**src/rtl/ms_slave_feeder_pkg.sv**
```systemverilog
// ms_feeder_types: shared types and default constants for the slave feeder.
//   feed_state_e   : output sequencer states (idle, emit a word, enforced gap)
//   DEFAULT_DEPTH  : default FIFO depth in entries
//   DEFAULT_GAP    : default idle cycles between output pulses
//   DATA_W/LEVEL_W/GAP_W : data, occupancy and gap-counter widths
package ms_feeder_types;

    typedef enum logic [1:0] {
        FEED_IDLE = 2'd0,
        FEED_EMIT = 2'd1,
        FEED_GAP  = 2'd2
    } feed_state_e;

    localparam int DEFAULT_DEPTH = 4;
    localparam int DEFAULT_GAP   = 1;
    localparam int DATA_W        = 32;
    localparam int LEVEL_W       = 5;
    localparam int GAP_W         = 4;

endpackage

```
**src/rtl/ms_slave_feeder_fifo.sv**
```systemverilog
// ms_feeder_fifo: circular FIFO storage for the slave feeder.
//   clk, rst : clock and synchronous active-low reset
//   push     : write din at the tail (ignored when full)
//   pop      : advance the head (ignored when empty)
//   din      : write data
//   dout     : data at the head, valid while level > 0
//   level    : occupancy, 0..DEPTH
module ms_feeder_fifo
    import ms_feeder_types::*;
#(
    parameter int DEPTH = DEFAULT_DEPTH
) (
    input  logic               clk,
    input  logic               rst,
    input  logic               push,
    input  logic               pop,
    input  logic [DATA_W-1:0]  din,
    output logic [DATA_W-1:0]  dout,
    output logic [LEVEL_W-1:0] level
);

    // DEPTH is a power of two, so pointers wrap by natural overflow.
    localparam int AW = (DEPTH > 1) ? $clog2(DEPTH) : 1;

    logic [DATA_W-1:0]  mem_r [DEPTH];
    logic [AW-1:0]      wr_ptr_r;
    logic [AW-1:0]      rd_ptr_r;
    logic [LEVEL_W-1:0] level_r;
    logic               push_ok_s;
    logic               pop_ok_s;

    // Qualify requests so the occupancy can never leave 0..DEPTH.
    always_comb begin
        push_ok_s = 1'b0;
        pop_ok_s  = 1'b0;
        if (level_r < LEVEL_W'(DEPTH)) begin
            push_ok_s = push;
        end else begin
            push_ok_s = 1'b0;
        end
        if (level_r != {LEVEL_W{1'b0}}) begin
            pop_ok_s = pop;
        end else begin
            pop_ok_s = 1'b0;
        end
    end

    // Storage array; contents are don't-care until written, so no reset.
    always_ff @(posedge clk) begin
        if (rst && push_ok_s) begin
            mem_r[wr_ptr_r] <= din;
        end
    end

    // Pointer and occupancy bookkeeping; push+pop together keeps level.
    always_ff @(posedge clk) begin
        if (!rst) begin
            wr_ptr_r <= {AW{1'b0}};
            rd_ptr_r <= {AW{1'b0}};
            level_r  <= {LEVEL_W{1'b0}};
        end else begin
            if (push_ok_s) begin
                wr_ptr_r <= wr_ptr_r + AW'(1);
            end
            if (pop_ok_s) begin
                rd_ptr_r <= rd_ptr_r + AW'(1);
            end
            level_r <= level_r + {{(LEVEL_W-1){1'b0}}, push_ok_s}
                               - {{(LEVEL_W-1){1'b0}}, pop_ok_s};
        end
    end

    assign dout  = mem_r[rd_ptr_r];
    assign level = level_r;

endmodule

```
**src/rtl/ms_slave_feeder.sv**
```systemverilog
// ms_slave_feeder: buffers words from an upstream master and replays them
// to a downstream slave as single-cycle pulses separated by GAP idle cycles.
//   clk, rst    : clock and synchronous active-low reset
//   m_in        : 32-bit signed data from upstream
//   m_in_sync   : upstream data-valid
//   m_in_notify : ready to upstream (FIFO not full, not in reset)
//   s_out       : last emitted word, held between pulses
//   s_out_sync  : one-cycle pulse marking a new s_out
//   level       : FIFO occupancy
module ms_slave_feeder
    import ms_feeder_types::*;
#(
    parameter int GAP   = DEFAULT_GAP,
    parameter int DEPTH = DEFAULT_DEPTH
) (
    input  logic               clk,
    input  logic               rst,
    input  logic [DATA_W-1:0]  m_in,
    input  logic               m_in_sync,
    output logic               m_in_notify,
    output logic [DATA_W-1:0]  s_out,
    output logic               s_out_sync,
    output logic [LEVEL_W-1:0] level
);

    feed_state_e        state_r;
    logic [GAP_W-1:0]   gap_cnt_r;
    logic [DATA_W-1:0]  s_out_r;
    logic               s_out_sync_r;
    logic               notify_s;
    logic               push_s;
    logic               pop_s;
    logic [DATA_W-1:0]  head_s;
    logic [LEVEL_W-1:0] level_s;
    logic [LEVEL_W-1:0] level_after_pop_s;

    ms_feeder_fifo #(
        .DEPTH (DEPTH)
    ) u_fifo (
        .clk   (clk),
        .rst   (rst),
        .push  (push_s),
        .pop   (pop_s),
        .din   (m_in),
        .dout  (head_s),
        .level (level_s)
    );

    // Handshake and pop decode. Ready depends only on the registered level,
    // so a pop in the same cycle never opens a slot for a push when full.
    always_comb begin
        notify_s = 1'b0;
        pop_s    = 1'b0;
        if (rst && (level_s < LEVEL_W'(DEPTH))) begin
            notify_s = 1'b1;
        end else begin
            notify_s = 1'b0;
        end
        if ((state_r == FEED_EMIT) && (level_s != {LEVEL_W{1'b0}})) begin
            pop_s = 1'b1;
        end else begin
            pop_s = 1'b0;
        end
        push_s            = m_in_sync & notify_s;
        level_after_pop_s = level_s + {{(LEVEL_W-1){1'b0}}, push_s}
                                    - {{(LEVEL_W-1){1'b0}}, pop_s};
    end

    // Output sequencer. The head is popped during FEED_EMIT and captured into
    // s_out at the end of that cycle, giving a two-cycle push-to-pulse latency.
    always_ff @(posedge clk) begin
        if (!rst) begin
            state_r      <= FEED_IDLE;
            gap_cnt_r    <= {GAP_W{1'b0}};
            s_out_r      <= {DATA_W{1'b0}};
            s_out_sync_r <= 1'b0;
        end else begin
            s_out_sync_r <= 1'b0;
            case (state_r)
                FEED_IDLE: begin
                    if (level_s != {LEVEL_W{1'b0}}) begin
                        state_r <= FEED_EMIT;
                    end else begin
                        state_r <= FEED_IDLE;
                    end
                end
                FEED_EMIT: begin
                    if (pop_s) begin
                        s_out_r      <= head_s;
                        s_out_sync_r <= 1'b1;
                    end
                    if (GAP > 0) begin
                        state_r   <= FEED_GAP;
                        gap_cnt_r <= GAP_W'(GAP - 1);
                    end else if (level_after_pop_s != {LEVEL_W{1'b0}}) begin
                        state_r <= FEED_EMIT;
                    end else begin
                        state_r <= FEED_IDLE;
                    end
                end
                FEED_GAP: begin
                    if (gap_cnt_r == {GAP_W{1'b0}}) begin
                        if (level_s != {LEVEL_W{1'b0}}) begin
                            state_r <= FEED_EMIT;
                        end else begin
                            state_r <= FEED_IDLE;
                        end
                    end else begin
                        gap_cnt_r <= gap_cnt_r - GAP_W'(1);
                    end
                end
                default: begin
                    state_r   <= FEED_IDLE;
                    gap_cnt_r <= {GAP_W{1'b0}};
                end
            endcase
        end
    end

    assign m_in_notify = notify_s;
    assign s_out       = s_out_r;
    assign s_out_sync  = s_out_sync_r;
    assign level       = level_s;

endmodule

```
**config.mk**
```make
export PLATFORM = sky130hd
export DESIGN_NAME = ms_slave_feeder
export DESIGN_NICKNAME = d
export VERILOG_FILES = /design/src/rtl/ms_slave_feeder_pkg.sv /design/src/rtl/ms_slave_feeder_fifo.sv /design/src/rtl/ms_slave_feeder.sv
export SDC_FILE = /design/constraint.sdc
export NUM_CORES = 1
export LEC_CHECK = 0
export CORE_MARGIN = 1.5
export CORE_UTILIZATION = 38
export DETAILED_ROUTE_END_ITERATION = 10
export GPL_TIMING_DRIVEN = 1
export PLACE_DENSITY = 0.63
export SYNTH_ARGS = -nofsm -noshare
export SYNTH_HDL_FRONTEND = slang
export SYNTH_SLANG_ARGS = --single-unit
```
**constraint.sdc**
```tcl
create_clock -name clk -period 3.8 [get_ports clk]
set_input_delay 0.38 -clock clk [delete_from_list [all_inputs] [get_ports clk]]
set_output_delay 0.38 -clock clk [all_outputs]
set_load 0.05 [all_outputs]
```
==> metrics.md <==
| Metric | Value |
|---|---|
| Pre-antenna DRT Iters | `4` |
| Unique cell type count in the Yosys netlist | `32` |
| Total number of vias | `3297` |
| Total power of the final layout | `5700 µW` |
| Sequential cell area | `4810 µm²` |
| DRT iter0 DRCs | `249` |
| All-Layer GR Usage | `14.3%` |
| Critical Path, Cell by Cell | `inv_1 > ha_1 > nor4b_4 > nor2_4 > ha_1 > inv_1 > ha_1 > inv_1 > fa_1 > nand2b_1 > a21oi_1 > o21ai_0 > a21boi_0` |
| Number of cells upsized or downsized after cts | `0` |
| Total Routed Length | `11.8 mm` |
| Relative slew slack | `36.8%` |
| Leak Pwr | `0.00260 µW` |
| Worst-path fanout max | `4` |
| Classification of the worst setup path | `reg2reg` |
| Fraction of layout instances using a drive strength above 1 | `15.1%` |
| Count of filler cells inserted in the layout | `1470` |
| Number of instances in the placed design | `651` |
| I/O pin count | `74` |
| Power Dens Cells | `705 nW/µm²` |
| Bufs on Longest Clock Path | `2` |
| Final Instance Count excl. Fillers | `683` |
| Worst setup timing slack at the placement stage | `1.29 ns` |
| Final Net Count | `493` |
| Worst skew pair latency | `0.42 ns` |
| Proportion of netlist area held by the largest area contributor | `58.2%` |
| Clock Skew | `0.00649 ns` |
| Flip-flop and latch count after synthesis | `176` |
| Worst EP arrival | `2.86 ns` |
| Setup crit start | `u_fifo.level[2]$_SDFF_PN0_` |
| Post-synthesis sequential area ratio | `72.7%` |
| Worst Hold Class | `reg2reg` |
| Post-Synthesis Net Count | `419` |
| IR drop worst, VDD | `0.000371 V` |
| HPWL after detailed placement | `6.87 mm` |
| Clock tree sinks | `176` |
| Routed length on met2 | `6.14 mm` |
| DR WL met3 | `491 µm` |
| Outcome | `finished, final reports clean` |
| Pin count of the biggest net entering global routing | `46` |
| Die Height | `135 µm` |
| Via count of the first global-routing pass | `3561` |
| Ratio of final minimum period to clock period | `66.1%` |
| Cts bufs inserted | `17` |
| Number of setup violations in the final report | `0` |
| Area of the multi-input gates | `1640 µm²` |
| Crit path largest cell delay | `0.37 ns` |
| Buffers inserted by post-CTS timing repair | `0` |
| Maximum clock rate | `398 MHz` |
| Yosys warning total | `0` |
| Launch point of the worst reg-to-reg path | `u_fifo.level[2]$_SDFF_PN0_` |
| Die W | `135 µm` |
| Die ar. | `18200 µm²` |
| Area of the placeable core | `17100 µm²` |
| Min-delay src | `s_out[26]$_SDFFE_PN0P_` |
| H-tree depth | `4` |
| Number of design rule violations left after detail routing | `0` |
| Cell type with the highest aggregate area in the netlist | `edfxtp_1` |
| Final critical path time including I/O delays and setup | `2.51 ns` |
| Post-synthesis instance area | `6610 µm²` |
| Total negative slack for setup checks | `0 ns` |
| Final antenna-violating net count | `0` |
| Per-cell routed wire length | `17.3 µm` |
| Average footprint of a synthesized cell | `17.8 µm²` |
| Max-slew violation count | `0` |
| Count of input and output buffers | `73` |
| Synth-to-Final Area Change | `22.5%` |
| Final hold violation count | `0` |
| Standard-cell rows | `48` |
| Starting density of the core | `38.6%` |
| Final estimated routing congestion in global placement | `0.715` |
| Clock transition at the register clock pins on the worst setup and hold paths after CTS | `0.06 ns` |
| Wire length of the first global-routing pass | `19.0 mm` |
| Synthesized instance count | `371` |
| Maximum capacitance violations | `0` |
| Worst path setup slack after routing | `1.29 ns` |
| Crit path max-delay cell type | `fa_1` |
| Kind of end point of the critical path | `register` |
| # hold bufs at CTS | `0` |
| Vias per inst | `4.83` |
| Worst Tran Pin Value | `0.948 ns` |
| CTS root buffer | `clkbuf_16` |
| CTS tree | `yes` |
| Largest cells by area after synthesis | `edfxtp_1 (58%), dfxtp_1 (15%), mux4_2 (11%)` |
| Antenna diode count | `0` |
| CP Data Required Time | `4.15 ns` |
| Type of origin of the critical path | `register` |
| Met1 wire length | `5.00 mm` |
| Unrepaired setup endpoints after global routing | `no` |
| Highest routing layer actually used | `met4` |
| Grt total ovfl | `0` |
| Number of antenna violations at the first check in global routing | `0` |
-- kinds of logic after synthesis --
family / synth area share (%)
compound gates: 5.26
xor+xnor: 0.795
fa+ha+maj: 2.57
buf+inv: 2.63
flops: 72.7
mux: 10.9
simple gates: 5.13
-- power breakdown --
part           switching (µW)  internal [µW]  total (µW)
logic                     923            678        1600
registers                 162           2280        2440
clock network             662           1000        1660
-- Yosys cell counts (all sizes together) --
library cell,n
a211oi,2
a21boi,2
a21o,1
a21oi,5
and2,10
and3,2
and4b,1
buf,11
clkbuf,10
dfxtp,48
edfxtp,128
fa,1
ha,12
inv,14
mux4,32
nand2,34
nand2b,5
nand4b,1
nor2,6
nor2b,2
nor3,1
nor3b,1
nor4b,1
o21ai,1
o2bb2ai,32
or3,2
xnor2,3
xor2,3
-- worst paths after layout --
| check | endpoint | slack [ns] | cells past startpoint |
|---|---|---|---|
| max | u_fifo.level[4]$_SDFF_PN0_ | 1.29 | 13 |
| min | s_out[26]$_SDFFE_PN0P_ | 0.46 | 2 |
| max reg2reg | u_fifo.level[4]$_SDFF_PN0_ | 1.29 | 13 |
| min reg2reg | s_out[26]$_SDFFE_PN0P_ | 0.46 | 2 |
-- stage by stage --
stage	utilization [%]	hold slack [ns]	area, µm²
floorplan	-	0.452	6610
global placement	44.0	0.452	7530
detailed placement	44.0	0.458	7530
CTS	47.3	0.466	8090
global route	47.3	0.486	8090
finish	47.3	0.461	8090
-- metal layers --
metal / vias to the layer above / track usage, %
met5: - / 0
met1: 1644 / 17.2
met4: 0 / 5.14
li1: 1570 / -
met3: 11 / 3.90
met2: 72 / 24.6
-- area by class of cell --
| class | instances | area share, % |
|---|---|---|
| multi-input combinational | 160 | 20.3 |
| timing repair buffer | 76 | 9.24 |
| sequential | 176 | 59.4 |
| tap | 225 | 3.48 |
| clock inverter | 6 | 1.04 |
| clock buffer | 26 | 5.92 |
| inverter | 14 | 0.649 |
-- cell usage in the layout (no fill, tap or decap), types with 2 or more instances in the layout --
cell and count:
inv_1 14, dfxtp_2 2, bufinv_16 2, clkbuf_1 7
clkbuf_16 17, nand2b_1 5, ha_1 12, or3_1 2
clkbuf_8 2, buf_4 3, dfxtp_1 46, edfxtp_1 128
xnor2_1 3, a21boi_0 2, xor2_1 3, clkinvlp_4 2
o2bb2ai_1 32, nand2_1 34, and2_2 5, nor2b_1 2
mux4_2 32, clkdlybuf4s50_1 72, and2_1 5, and3_1 2
a21oi_1 5, a211oi_1 2, nor2_1 5
-- flip-flops by register name, indices dropped and copies added, names as in the netlist --
signal and count:
gap_cnt_r 4, s_out 32, s_out_sync 1, state_r 2
u_fifo.level 5, u_fifo.mem_r 128, u_fifo.rd_ptr_r 2, u_fifo.wr_ptr_r 2
-- critical path, delay by kind of cell, from the launching register on --
kind / cells / cell delay, ns
AOI/OAI and AO/OA: 3 / 0.40
adders and majority gates: 4 / 0.95
buffers and inverters: 3 / 0.21
DFF: 1 / 0.33
and+or+nand+nor: 3 / 0.54
No activity file was read; power rests on OpenSTA's default activity.
==> RTL edit 1: new RTL, same flow settings <==
Make the reset (`rst`) asynchronous in 2 clocked blocks. Comments in the files are not updated.
--- a/src/rtl/ms_slave_feeder_fifo.sv
+++ b/src/rtl/ms_slave_feeder_fifo.sv
@@ -55,3 +55,3 @@
     // Pointer and occupancy bookkeeping; push+pop together keeps level.
-    always_ff @(posedge clk) begin
+    always_ff @(posedge clk or negedge rst) begin
         if (!rst) begin
--- a/src/rtl/ms_slave_feeder.sv
+++ b/src/rtl/ms_slave_feeder.sv
@@ -70,3 +70,3 @@
     // s_out at the end of that cycle, giving a two-cycle push-to-pulse latency.
-    always_ff @(posedge clk) begin
+    always_ff @(posedge clk or negedge rst) begin
         if (!rst) begin
Check against the original RTL: differs if rst is asserted again (counterexample within 4 cycles, from zero or initial values and one cycle with rst low); with rst held inactive, the same outputs for 10 cycles.
==> RTL edit 1 against the unedited design <==
  * Final cell count shrank 6.3%
  * Wire length grew 0.48%
  * Design area grew 3.1%
  * Core utilization grew 0.44 points
  * Worst setup slack lost 35 ps
  * Sequential cell count is the same
  * Fmax shrank 1.4%
  * Critical path depth shrank 9
  * Area after synthesis grew 3.7%
Power is not compared: it rests on default switching activity, and its combinational part moved more than twofold at a synthesized area within 25%.
==> RTL edit 1: results (changes against the unedited design) <==
finish:
  nFillCells: 1457  # -0.88%
  drive_gt1_share_pct: 24.8  # +9.8 points
  antenna_cells: 0  # unchanged
  nets: 451  # -8.5%
  regMostFlops: "u_fifo.mem_r"
  largest_reg_flops: 128  # unchanged
worst_hold_path:
  hold_path.class: "primary input to asynchronous set/reset pin"
logic_synthesis:
  syn-num-nets: 368  # -12%
  synth_compound_area_share_pct: 0.950  # -4.3 points
  synth_mux_area_share_pct: 17.6  # +6.7 points
  ys_top_cells_by_area: "edfxtp_1 (56%), dfrtp_1 (18%), mux4_2 (9.5%)"
  synth_ff_type: "edfxtp_1"
  synth_fa_ha_area_share_pct: 2.67  # +0.092 points
  synthDistinctLibCells: 32  # unchanged
  yosysWarnings: 0  # unchanged
  synth_xor_area_share_pct: 1.02  # +0.23 points
  synth_edf_count: 128  # unchanged
  async_flop_share_pct: 27.3  # +27 points
  synth_commonest_cells: "edfxtp_1 (128), dfrtp_1 (48), mux4_2 (29)"
  ys_seq_area_share_pct: 73.6  # +0.94 points
drt:
  drt_pass1_iterations: 4  # unchanged
  drt-initial-drc-count: 149  # -40%
  drt-total-wl_um: 11900  # +0.48%
  ant_nets: 0  # unchanged
  vias_per_cell: 4.92  # +2.0%
timing:
  tightest_slew_ps: 889  # -58.8 ps
  whs_ps: 161  # -300 ps
  setup_viol: 0  # unchanged
  fin_worst_skew_ps: 7.67  # +1.18 ps
  period_share_pct: 67.0  # +0.92 points
cts:
  root_buffer: "clkbuf_16"
  htree_levels: 4  # unchanged
  clk_pin_slew_worst_paths_ps: 60  # about the same
  cts_made_buffers: 17  # unchanged
  cts_setup_buffers: 0  # unchanged
  cts_resized: 0  # unchanged
  clk_latency_ps: 420  # about the same
global_route:
  grt_pass1_vias: 3313  # -7.0%
  grt_max_degree: 49  # +6.5%
  grt.total_usage_pct: 14.0  # -0.26 points
  grt_pass1_wl_um: 18800  # -1.5%
  grt_antenna_before_repair: 0  # unchanged
placed_design:
  portBuffers: 73  # unchanged
  dp_hpwl_um: 7010  # +2.0%
  gp_congestion: 0.686  # -4.1%
  dp_slack_ps: 1400  # +111 ps
power:
  peakVddDrop_uv: 362
  p_leak_uw: 0.00301
setup_path:
  crit_arrival_ps: 2170  # -690 ps
  cp_max_fo: 6  # +2
outcome:
  status: "completed"
## RTL edit 1: path summary, 6_finish.rpt
path	to	startpoint	cells past startpoint
max	m_in_notify	u_fifo.level[3]	4
min	s_out[16]	rst	2
max reg2reg	u_fifo.level[4]	u_fifo.level[3]	13
min reg2reg	s_out[21]	s_out[21]	1
max in group asynchronous	u_fifo.rd_ptr_r[1]	rst	2
min in group clk	s_out[21]	s_out[21]	1
## RTL edit 1: area by class of cell
cell class	instances	area, µm²	share of cell area (%)
clock inverters	10	87.6	1.05
well taps	225	282	3.37
inverters	15	56.3	0.675
repair buffers	76	748	8.97
clock buffers	22	464	5.56
flip-flops and latches	176	5050	60.5
multi-input cells	116	1660	19.9
## RTL edit 1: worst max-delay path, stage by stage (launching register included)
cell and delay (ps):
dfrtp_1 380, inv_1 110, ha_1 150, and3_1 260, clkdlybuf4s50_1 840
## RTL edit 1: cell families after synthesis
family	Yosys count
fa+ha+maj	14
compound gates	10
buf+inv	27
xor+xnor	8
mux	65
flops	176
simple gates	19
## RTL edit 1: power by group through the flow
stage               sequential (µW)  clock, µW  combinational, µW
CTS                            2060       1650               63.9
floorplan                      2100          0             0.0401
global route                   2060       1730               68.7
finish                         2060       1610               61.6
global placement               2100          0               60.7
detailed placement             2100          0               63.7
## RTL edit 1: per-stage QoR
step | std cells | instance area [µm²]
floorplan | 319 | 6850
global placement | 608 | 7790
detailed placement | 608 | 7790
CTS | 640 | 8340
global route | 640 | 8340
finish | 640 | 8340
## RTL edit 1: per-layer routing
metal	vias up	wire [µm]	GRT usage, %
li1	1417	-	-
met1	1651	5260	17.8
met2	65	5980	22.4
met3	17	412	3.68
met4	0	201	6.84
met5	-	0	0
==> RTL edit 2: new RTL, same settings <==
Without the edit above. The package constant `LEVEL_W` goes from 5 to 10.
--- a/src/rtl/ms_slave_feeder_pkg.sv
+++ b/src/rtl/ms_slave_feeder_pkg.sv
@@ -16,3 +16,3 @@
     localparam int DATA_W        = 32;
-    localparam int LEVEL_W       = 5;
+    localparam int LEVEL_W       = 10;
     localparam int GAP_W         = 4;
Interface: changed (resized level); port bits go from 74 to 79. The function was not compared with the original's and may differ.
==> RTL edit 2 against the unedited design <==
  * Fmax fell by 26%
  * Wire length rose by 16%
  * Highest routed layer unchanged
  * Final cell count rose by 16%
  * Total power rose by 11%
  * First-iteration DRC count fell by 21%
  * Sequential cell count rose by 5
  * Design area rose by 9.3%
  * Via count rose by 19%
  * Area after synthesis rose by 10%
  * Worst setup slack got worse by 900 ps
  * Largest cell class unchanged
==> RTL edit 2: results (changes against the unedited design) <==
outcome:
  status: "completed"
drt:
  drt-total-wl_um: 13700  # +16%
  wirelength_met1_um: 6290  # +26%
  vias_per_cell: 4.96  # +2.8%
  dr_wl_met2_um: 6780  # +10%
  vias: 3921  # +19%
  drt_pass1_iterations: 6  # +2
  wl_met3_um: 509  # +3.7%
  drt-initial-drc-count: 197  # -21%
logic_synthesis:
  synthCells: 461  # +24%
  synth_top_area_share_pct: 52.9  # -5.3 points
  ys_top_cells_by_area: "edfxtp_1 (53%), dfxtp_1 (15%), mux4_2 (9.9%)"
  ys_seq_area_share_pct: 67.5  # -5.2 points
  synthDistinctLibCells: 41  # +28%
  synth_commonest_cells: "edfxtp_1 (128), nand2_1 (72), dfxtp_1 (53)"
  syn-num-nets: 520  # +24%
placed_design:
  dp_hpwl_um: 8190  # +19%
  placed_area_um2: 8250  # +9.5%
  portBuffers: 78  # +6.8%
  dp_cells: 758  # +16%
  gp_congestion: 0.778  # +8.8%
  dp_slack_ps: 395  # -896 ps
global_route:
  grtUsageMet3_pct: 3.98  # +0.079 points
  grt_max_degree: 52  # +13%
  use_met2_pct: 25.1  # +0.41 points
  use_met1_pct: 18.7  # +1.5 points
  grt_pass1_wl_um: 22100  # +16%
  grt.total_usage_pct: 14.8  # +0.56 points
  grt_pass1_vias: 4185  # +18%
finish:
  nets: 602  # +22%
  nFillCells: 1596  # +8.6%
  antenna_cells: 0  # unchanged
  drive_gt1_share_pct: 18.2  # +3.1 points
  regMostFlops: "u_fifo.mem_r"
  design_area_um2: 8850  # +9.3%
timing:
  period_share_pct: 89.9  # +24 points
  tightest_slew_ps: 972  # +23.7 ps
  fin_worst_skew_ps: 8.02  # +1.54 ps
  whs_ps: 453  # -8.33 ps
setup_path:
  r2r_slack_ps: 390  # -900 ps
  cp_slowest_cell: "or2_2"
  worstRegToRegCells: 16  # +3
  crit_arrival_ps: 3730  # +870 ps
  crit_start: "u_fifo.level[6]"
  crit_path_end: "u_fifo.level[8]"
cts:
  clk_path_buf_depth: 2  # unchanged
  root_buffer: "clkbuf_16"
worst_hold_path:
  min_from: "s_out[20]"
  holdPathEnd: "s_out[20]"
power:
  peakVddDrop_uv: 326  # -12%
  p_seq_share_pct: 39.1  # -3.7 points
  power.switching_uw: 2100  # +20%
  finalPower_uw: 6350  # +11%
  comb_cell_power_uw: 2080  # +30%
  p_leak_uw: 0.00295  # +14%
-- RTL edit 2: cell count changes in the layout (fill, tap and decap cells not counted), sizes merged, moves of 5 or more --
cell           before  now
clkbuf             26   17
clkdlybuf4s50      72   77
inv                14   27
ha                 12   23
nand2              34   73
dfxtp              48   53
o2bb2ai            32    0
a21boi              2   35
-- RTL edit 2: kinds of logic after synthesis --
| family | count (synthesis) | share of synthesized area [%] |
|---|---|---|
| flops | 181 | 67.5 |
| simple gates | 116 | 7.40 |
| compound gates | 51 | 6.13 |
| buf+inv | 44 | 3.22 |
| mux | 36 | 10.5 |
| fa+ha+maj | 24 | 4.23 |
| xor+xnor | 9 | 1.08 |
-- RTL edit 2: final cells by class --
class / instances / area share (%)
repair buffers: 83 / 9.19
clock buffers: 17 / 4.81
flip-flops and latches: 181 / 55.5
well taps: 234 / 3.31
clock inverters: 15 / 2.01
multi-input cells: 236 / 24.1
inverters: 24 / 1.10
